**config.mk**
```make
export PLATFORM = sky130hd
export DESIGN_NAME = mc_control_fsm
export DESIGN_NICKNAME = d
export VERILOG_FILES = /design/src/rtl/mc_cpu_pkg.sv /design/src/rtl/mc_ctrl_decode.sv /design/src/rtl/mc_control_fsm.sv
export SDC_FILE = /design/constraint.sdc
export NUM_CORES = 1
export LEC_CHECK = 0
export CAP_MARGIN = 20
export CORE_ASPECT_RATIO = 0.6
export CORE_MARGIN = 2
export CORE_UTILIZATION = 31
export DETAILED_ROUTE_END_ITERATION = 8
export PLACE_DENSITY = 0.68
export SYNTH_ARGS = -nofsm -noshare
export SYNTH_HDL_FRONTEND = slang
export SYNTH_SLANG_ARGS = --single-unit
```
**constraint.sdc**
```tcl
create_clock -name clk -period 2.2 [get_ports clk]
set_input_delay 0.44 -clock clk [delete_from_list [all_inputs] [get_ports clk]]
set_output_delay 0.44 -clock clk [all_outputs]
set_load 0.1 [all_outputs]
```
**src/rtl/mc_cpu_pkg.sv**
```systemverilog
// Shared definitions for the multi-cycle CPU control path:
// state encodings, opcodes, ALUOp / RegDst / PCSrc codes, control bundle.
package mc_cpu_pkg;

  localparam int OPC_W = 6;

  typedef enum logic [2:0] {
    S_IF     = 3'b000,
    S_ID     = 3'b001,
    S_EXE_LS = 3'b010,
    S_MEM    = 3'b011,
    S_WB_LD  = 3'b100,
    S_EXE_BR = 3'b101,
    S_EXE_AL = 3'b110,
    S_WB_AL  = 3'b111
  } state_e;

  localparam logic [5:0] OP_ADD   = 6'b000000;
  localparam logic [5:0] OP_SUB   = 6'b000001;
  localparam logic [5:0] OP_ADDIU = 6'b000010;
  localparam logic [5:0] OP_AND   = 6'b010000;
  localparam logic [5:0] OP_ANDI  = 6'b010001;
  localparam logic [5:0] OP_ORI   = 6'b010010;
  localparam logic [5:0] OP_XORI  = 6'b010011;
  localparam logic [5:0] OP_SLL   = 6'b011000;
  localparam logic [5:0] OP_SLT   = 6'b100000;
  localparam logic [5:0] OP_SLTI  = 6'b100001;
  localparam logic [5:0] OP_SW    = 6'b100110;
  localparam logic [5:0] OP_LW    = 6'b100111;
  localparam logic [5:0] OP_BEQ   = 6'b110000;
  localparam logic [5:0] OP_BNE   = 6'b110001;
  localparam logic [5:0] OP_BLTZ  = 6'b110010;
  localparam logic [5:0] OP_J     = 6'b111000;
  localparam logic [5:0] OP_JR    = 6'b111001;
  localparam logic [5:0] OP_JAL   = 6'b111010;
  localparam logic [5:0] OP_HALT  = 6'b111111;

  localparam logic [2:0] ALU_ADD  = 3'b000;
  localparam logic [2:0] ALU_SUB  = 3'b001;
  localparam logic [2:0] ALU_SLL  = 3'b010;
  localparam logic [2:0] ALU_OR   = 3'b011;
  localparam logic [2:0] ALU_AND  = 3'b100;
  localparam logic [2:0] ALU_SLTU = 3'b101;
  localparam logic [2:0] ALU_SLT  = 3'b110;
  localparam logic [2:0] ALU_XOR  = 3'b111;

  localparam logic [1:0] RD_RA = 2'b00;
  localparam logic [1:0] RD_RT = 2'b01;
  localparam logic [1:0] RD_RD = 2'b10;

  localparam logic [1:0] PC_SEQ = 2'b00;
  localparam logic [1:0] PC_BR  = 2'b01;
  localparam logic [1:0] PC_JR  = 2'b10;
  localparam logic [1:0] PC_J   = 2'b11;

  typedef struct packed {
    logic       pcwre;
    logic       irwre;
    logic       insmemrw;
    logic       regwre;
    logic [1:0] regdst;
    logic       wrregdsrc;
    logic       alusrca;
    logic       alusrcb;
    logic       extsel;
    logic [2:0] aluop;
    logic       dbdatasrc;
    logic       mrd;
    logic       mwr;
    logic [1:0] pcsrc;
  } ctrl_t;

  typedef struct packed {
    logic       valid;
    logic [2:0] aluop;
    logic       srca;
    logic       imm;
    logic       ext;
  } alu_cfg_t;

  // ALU-group lookup: valid=0 means the opcode is not an ALU instruction.
  function automatic alu_cfg_t alu_cfg(input logic [5:0] op);
    alu_cfg_t c;
    c = '0;
    c.valid = 1'b1;
    case (op)
      OP_ADD:   c.aluop = ALU_ADD;
      OP_SUB:   c.aluop = ALU_SUB;
      OP_ADDIU: begin
        c.aluop = ALU_ADD;
        c.imm   = 1'b1;
        c.ext   = 1'b1;
      end
      OP_AND:   c.aluop = ALU_AND;
      OP_ANDI:  begin
        c.aluop = ALU_AND;
        c.imm   = 1'b1;
      end
      OP_ORI:   begin
        c.aluop = ALU_OR;
        c.imm   = 1'b1;
      end
      OP_XORI:  begin
        c.aluop = ALU_XOR;
        c.imm   = 1'b1;
      end
      OP_SLL:   begin
        c.aluop = ALU_SLL;
        c.srca  = 1'b1;
      end
      OP_SLT:   c.aluop = ALU_SLT;
      OP_SLTI:  begin
        c.aluop = ALU_SLT;
        c.imm   = 1'b1;
        c.ext   = 1'b1;
      end
      default:  c = '0;
    endcase
    return c;
  endfunction

endpackage

```
**src/rtl/mc_ctrl_decode.sv**
```systemverilog
// Combinational control decode: (state, opCode, zero, sign) -> control
// bundle, next state and halt request. i_en=0 forces every output idle.
module mc_ctrl_decode
  import mc_cpu_pkg::*;
#(
  parameter int               OPC_W    = 6,
  parameter logic [OPC_W-1:0] HALT_OPC = 6'b111111
) (
  input  logic             i_en,
  input  state_e           i_state,
  input  logic [OPC_W-1:0] i_op,
  input  logic             i_zero,
  input  logic             i_sign,
  output ctrl_t            o_ctrl,
  output state_e           o_next,
  output logic             o_set_halt
);

  alu_cfg_t w_alu;
  logic     w_j;
  logic     w_jr;
  logic     w_jal;
  logic     w_br;
  logic     w_sw;
  logic     w_lw;
  logic     w_taken;

  assign w_alu = alu_cfg(i_op);
  assign w_j   = (i_op == OP_J);
  assign w_jr  = (i_op == OP_JR);
  assign w_jal = (i_op == OP_JAL);
  assign w_br  = (i_op == OP_BEQ) ||
                 (i_op == OP_BNE) ||
                 (i_op == OP_BLTZ);
  assign w_sw  = (i_op == OP_SW);
  assign w_lw  = (i_op == OP_LW);

  assign w_taken = ((i_op == OP_BEQ)  &&  i_zero) ||
                   ((i_op == OP_BNE)  && !i_zero) ||
                   ((i_op == OP_BLTZ) &&  i_sign);

  always_comb begin
    o_ctrl     = '0;
    o_next     = S_IF;
    o_set_halt = 1'b0;
    if (i_en) begin
      unique case (i_state)
        S_IF: begin
          o_ctrl.insmemrw = 1'b1;
          o_ctrl.irwre    = 1'b1;
          o_next          = S_ID;
        end
        S_ID: begin
          if (i_op == HALT_OPC) begin
            o_set_halt = 1'b1;
          end else begin
            unique case (1'b1)
              w_j: begin
                o_ctrl.pcsrc = PC_J;
                o_ctrl.pcwre = 1'b1;
              end
              w_jr: begin
                o_ctrl.pcsrc = PC_JR;
                o_ctrl.pcwre = 1'b1;
              end
              w_jal: begin
                o_ctrl.pcsrc     = PC_J;
                o_ctrl.pcwre     = 1'b1;
                o_ctrl.regwre    = 1'b1;
                o_ctrl.regdst    = RD_RA;
                o_ctrl.wrregdsrc = 1'b0;
              end
              w_br:      o_next = S_EXE_BR;
              w_sw,
              w_lw:      o_next = S_EXE_LS;
              w_alu.valid: o_next = S_EXE_AL;
              default: begin
                o_ctrl.pcwre = 1'b1;
                o_ctrl.pcsrc = PC_SEQ;
              end
            endcase
          end
        end
        S_EXE_AL: begin
          o_ctrl.aluop   = w_alu.aluop;
          o_ctrl.alusrca = w_alu.srca;
          o_ctrl.alusrcb = w_alu.imm;
          o_ctrl.extsel  = w_alu.ext;
          o_next         = S_WB_AL;
        end
        S_WB_AL: begin
          o_ctrl.regwre    = 1'b1;
          o_ctrl.wrregdsrc = 1'b1;
          o_ctrl.dbdatasrc = 1'b0;
          o_ctrl.pcwre     = 1'b1;
          o_ctrl.pcsrc     = PC_SEQ;
          o_ctrl.regdst    = w_alu.imm ? RD_RT : RD_RD;
        end
        S_EXE_BR: begin
          o_ctrl.aluop  = ALU_SUB;
          o_ctrl.extsel = 1'b1;
          o_ctrl.pcwre  = 1'b1;
          o_ctrl.pcsrc  = w_taken ? PC_BR : PC_SEQ;
        end
        S_EXE_LS: begin
          o_ctrl.aluop   = ALU_ADD;
          o_ctrl.alusrcb = 1'b1;
          o_ctrl.extsel  = 1'b1;
          o_next         = S_MEM;
        end
        S_MEM: begin
          if (w_lw) begin
            o_ctrl.mrd = 1'b1;
            o_next     = S_WB_LD;
          end else begin
            // Only sw reaches here; PCWre keeps one-pulse-per-instruction.
            o_ctrl.mwr   = w_sw;
            o_ctrl.pcwre = 1'b1;
          end
        end
        S_WB_LD: begin
          o_ctrl.mrd       = 1'b1;
          o_ctrl.dbdatasrc = 1'b1;
          o_ctrl.regwre    = 1'b1;
          o_ctrl.regdst    = RD_RT;
          o_ctrl.wrregdsrc = 1'b1;
          o_ctrl.pcwre     = 1'b1;
        end
        default: o_next = S_IF;
      endcase
    end
  end

endmodule

```
**src/rtl/mc_control_fsm.sv**
```systemverilog
// Multi-cycle CPU control unit: holds state and halt registers and
// drives every datapath enable/select from the decode sub-module.
module mc_control_fsm
  import mc_cpu_pkg::*;
#(
  parameter int               OPC_W    = 6,
  parameter logic [OPC_W-1:0] HALT_OPC = 6'b111111
) (
  input  logic             clk,
  input  logic             Reset,
  input  logic [OPC_W-1:0] opCode,
  input  logic             funct_jr,
  input  logic             zero,
  input  logic             sign,
  output logic             PCWre,
  output logic             IRWre,
  output logic             InsMemRW,
  output logic             RegWre,
  output logic [1:0]       RegDst,
  output logic             WrRegDSrc,
  output logic             ALUSrcA,
  output logic             ALUSrcB,
  output logic             ExtSel,
  output logic [2:0]       ALUOp,
  output logic             DBDataSrc,
  output logic             mRD,
  output logic             mWR,
  output logic [1:0]       PCSrc,
  output logic [2:0]       state
);

  state_e r_state;
  logic   r_halt;
  state_e w_next;
  logic   w_set_halt;
  logic   w_en;
  ctrl_t  w_ctrl;
  logic   w_unused;

  assign w_unused = funct_jr;

  // Reset and halt both force every output (including state) to idle.
  assign w_en = !Reset && !r_halt;

  mc_ctrl_decode #(
    .OPC_W    (OPC_W),
    .HALT_OPC (HALT_OPC)
  ) u_dec (
    .i_en       (w_en),
    .i_state    (r_state),
    .i_op       (opCode),
    .i_zero     (zero),
    .i_sign     (sign),
    .o_ctrl     (w_ctrl),
    .o_next     (w_next),
    .o_set_halt (w_set_halt)
  );

  always_ff @(posedge clk) begin
    if (Reset) begin
      r_state <= S_IF;
      r_halt  <= 1'b0;
    end else if (!r_halt) begin
      r_state <= w_next;
      if (w_set_halt) r_halt <= 1'b1;
    end
  end

  assign PCWre     = w_ctrl.pcwre;
  assign IRWre     = w_ctrl.irwre;
  assign InsMemRW  = w_ctrl.insmemrw;
  assign RegWre    = w_ctrl.regwre;
  assign RegDst    = w_ctrl.regdst;
  assign WrRegDSrc = w_ctrl.wrregdsrc;
  assign ALUSrcA   = w_ctrl.alusrca;
  assign ALUSrcB   = w_ctrl.alusrcb;
  assign ExtSel    = w_ctrl.extsel;
  assign ALUOp     = w_ctrl.aluop;
  assign DBDataSrc = w_ctrl.dbdatasrc;
  assign mRD       = w_ctrl.mrd;
  assign mWR       = w_ctrl.mwr;
  assign PCSrc     = w_ctrl.pcsrc;
  assign state     = w_en ? r_state : S_IF;

endmodule

```
==> results.md <==
* Setup WS pre-CTS at -0.391 ns
* Seq/Total Area, Yosys at ~11%
* DP Wirelength at 2620 microns
* Tmin final at 2.18 ns
* Mapped Nets at 121
* CTS Root Cell: clkbuf_8
* Initial cell density of the core at 33.0%
* Critical Path Sink Type: output pin
* Max transition margin at slightly above 70%
* Worst Max-Slew Pin Slew at 0.424 ns
* N_diodes at 0
* # IOs at 32
* Setup ws final at 0.0225 ns
* # hold bufs at CTS at 0
* Post-route ant nets at 0
* Vias in the first global route at 1163
* Leak at between 0.7 and 0.8 nW
* VDD IR max at between 0.0005 and 0.0006 V
* FF+latch area at roughly 84 sq um
* Main combinational cell family by area after synthesis: simple AND/OR/NAND/NOR gates
* Ys flop type: dfxtp_1
* Final wirelength at between 3000 and 4000 microns
* CTS tree: yes
* Clock Sinks at 4
* Via count of the routed design at 1144
* EDFF count, synth at 0
* Commonest non-fill, non-tap cell in the layout: buf_4
* Period utilization at between 90% and 100%
* Fraction of layout cells with a size suffix above 1 at 64.0%
* Vias per cell at 5.58
* Synth Area in XOR/XNOR at 0%
* Cell taking the most area after synthesis: dfxtp_1
* Fmax at 0.459 GHz
* Synth top area share at 11.0%
* First-pass DRT Iterations at 4
* Htree depth at 1
* Synth Area in Compound Gates at 31.6%
* # fillers at between 100 and 150
* Run status: finished clean
* Max-cap violations at 0
* Clk_skew at 0.000634 ns
* Hold/Removal Path Class: reg2reg
* Drt wl/cell at 17.8 microns
* CP max FO at 4
* Hold Vio Cnt, Final at 0
* Mux cell area share after synthesis at 2.76%
* Clk Latency, worst-skew pair at 0.21 ns
* Core area at 2200 sq um
* First-pass GRT wire length at 5680 microns
* Simple-gate share of the synthesized area at 44.5%
* Worst setup SP type: primary input
* GR Overflow Total at 0
* DIE AREA at 2760 sq um
* Clock-pin slew on the worst setup and hold paths at 0.03 ns
* Initial antenna violation count at 0
* Die H at 41.5 microns
* CTS Buf Count at 3
* Area contributors post-synth: dfxtp_1 (11%), a21oi_1 (6.2%), nor2_1 (6.2%)
* Total track usage at 26.5%
* Cells after Synth at 110
* Residual DRC count at 0
* Arr. time, crit path at ~1.7 ns
* #FFs+latches synth at 4
* Final #Nets at 188
* Port Buffer Count at 30
* Std cell rows at 13
* Yosys Warn Count at 0
* Fin Setup TNS at 0 ns
* Count of cell types in the netlist at 41
* Die Width at around 66 microns
* Required @ worst endpoint at 1.76 ns
* Post-synthesis async set-or-reset flop share at 0%
* Crit path kind: in2out
* Adder-cell share of the synthesized area at 0%
* Area Overhead vs Synth at 158%
* Clk buf depth at 2
* Most frequent cells in the layout: buf_4 (39), buf_12 (21), nor2_1 (11), nand2_1 (6)
* Pwr/cell area at 296 nW/um^2
* Final number of setup-violating endpoints at 0
* Avg Inst Size Synth at 6.60 sq um
* Synthesized cell area at 726 sq um
* Area of the multi-input gates at 860 sq um
* Pin count of the biggest net entering global routing at 12
* Slew Limit Fails at 0
* Placer Congestion at 0.781
* Iteration-0 DRC Markers at 33
through the flow:
step	utilization [%]	area [sq um]	hold slack, ns	instances	power (W)
after floorplan	-	997	0.512	110	0.000269
after global placement	77.7	1710	0.534	195	0.000365
final	85.3	1870	0.579	205	0.000554
after global routing	85.3	1870	0.612	205	0.000577
after detailed placement	77.7	1710	0.540	195	0.000373
after CTS	83.2	1830	0.558	204	0.000542
what timing repair did:
action	4_1_cts	5_1_grt
gates resized for setup	38	7
endpoints found under the setup margin	18	5
setup buffers	6	1
endpoints found under the hold margin	0	0
pin swaps	10	5
cell usage after synthesis, drive strengths merged, types with 2 or more instances:
master / n
buf: 8
nor2b: 6
o21ai: 6
o21bai: 2
nand2b: 5
and4bb: 2
a31oi: 2
inv: 4
or3: 2
clkbuf: 2
and3: 2
a21boi: 2
nand4: 3
dfxtp: 4
nand2: 8
nand3: 3
nor3: 7
a21oi: 9
nor2: 13
nor4: 3
mux2i: 2
kinds of logic after synthesis:
family,Yosys count
AOI/OAI and AO/OA,32
buffers and inverters,14
and+or+nand+nor,58
DFF,4
muxes,2
critical path: stages:
cell and delay, ns:
clkdlybuf4s15_2 0.23, nor2_4 0.18, and3_4 0.23, o21ai_1 0.11, o32ai_4 0.32, buf_12 0.21
registers in the layout (all words and copies together) (netlist names):
register	count
r_state	3
r_halt	1
layout make-up:
cell class / count / area share [%]
multi-input combinational: 92 / 45.9
timing repair buffer: 72 / 44.4
sequential: 4 / 4.48
clock buffer: 3 / 2.20
tap: 30 / 2.00
inverter: 4 / 1.00
layer usage:
metal  vias up  routed length (microns)  GRT usage, %
met5         -                        0             0
met4         0                       72          7.76
met3        10                      268          3.79
met2        57                     1740          42.4
met1       537                     1560          36.9
li1        540                        -             -
path summary, 6_finish.rpt:
path | endpoint | depth (start not counted) | from | slack (ns)
worst max-delay path | PCWre | 6 | Reset | 0.02
worst max register to register | r_state[2] | 3 | r_halt | 0.71
worst min-delay path | r_state[1] | 1 | r_state[1] | 0.58
worst min register to register | r_state[1] | 1 | r_state[1] | 0.58
power breakdown:
part | total (W) | switching [W] | internal [W] | leakage [nW]
Clock | 0.000150 | 0.0000334 | 0.000116 | 0.0216
Combinational | 0.000318 | 0.000186 | 0.000133 | 0.711
Sequential | 0.0000854 | 0.00000845 | 0.0000770 | 0.0338
(Power assumes the default switching activity.)
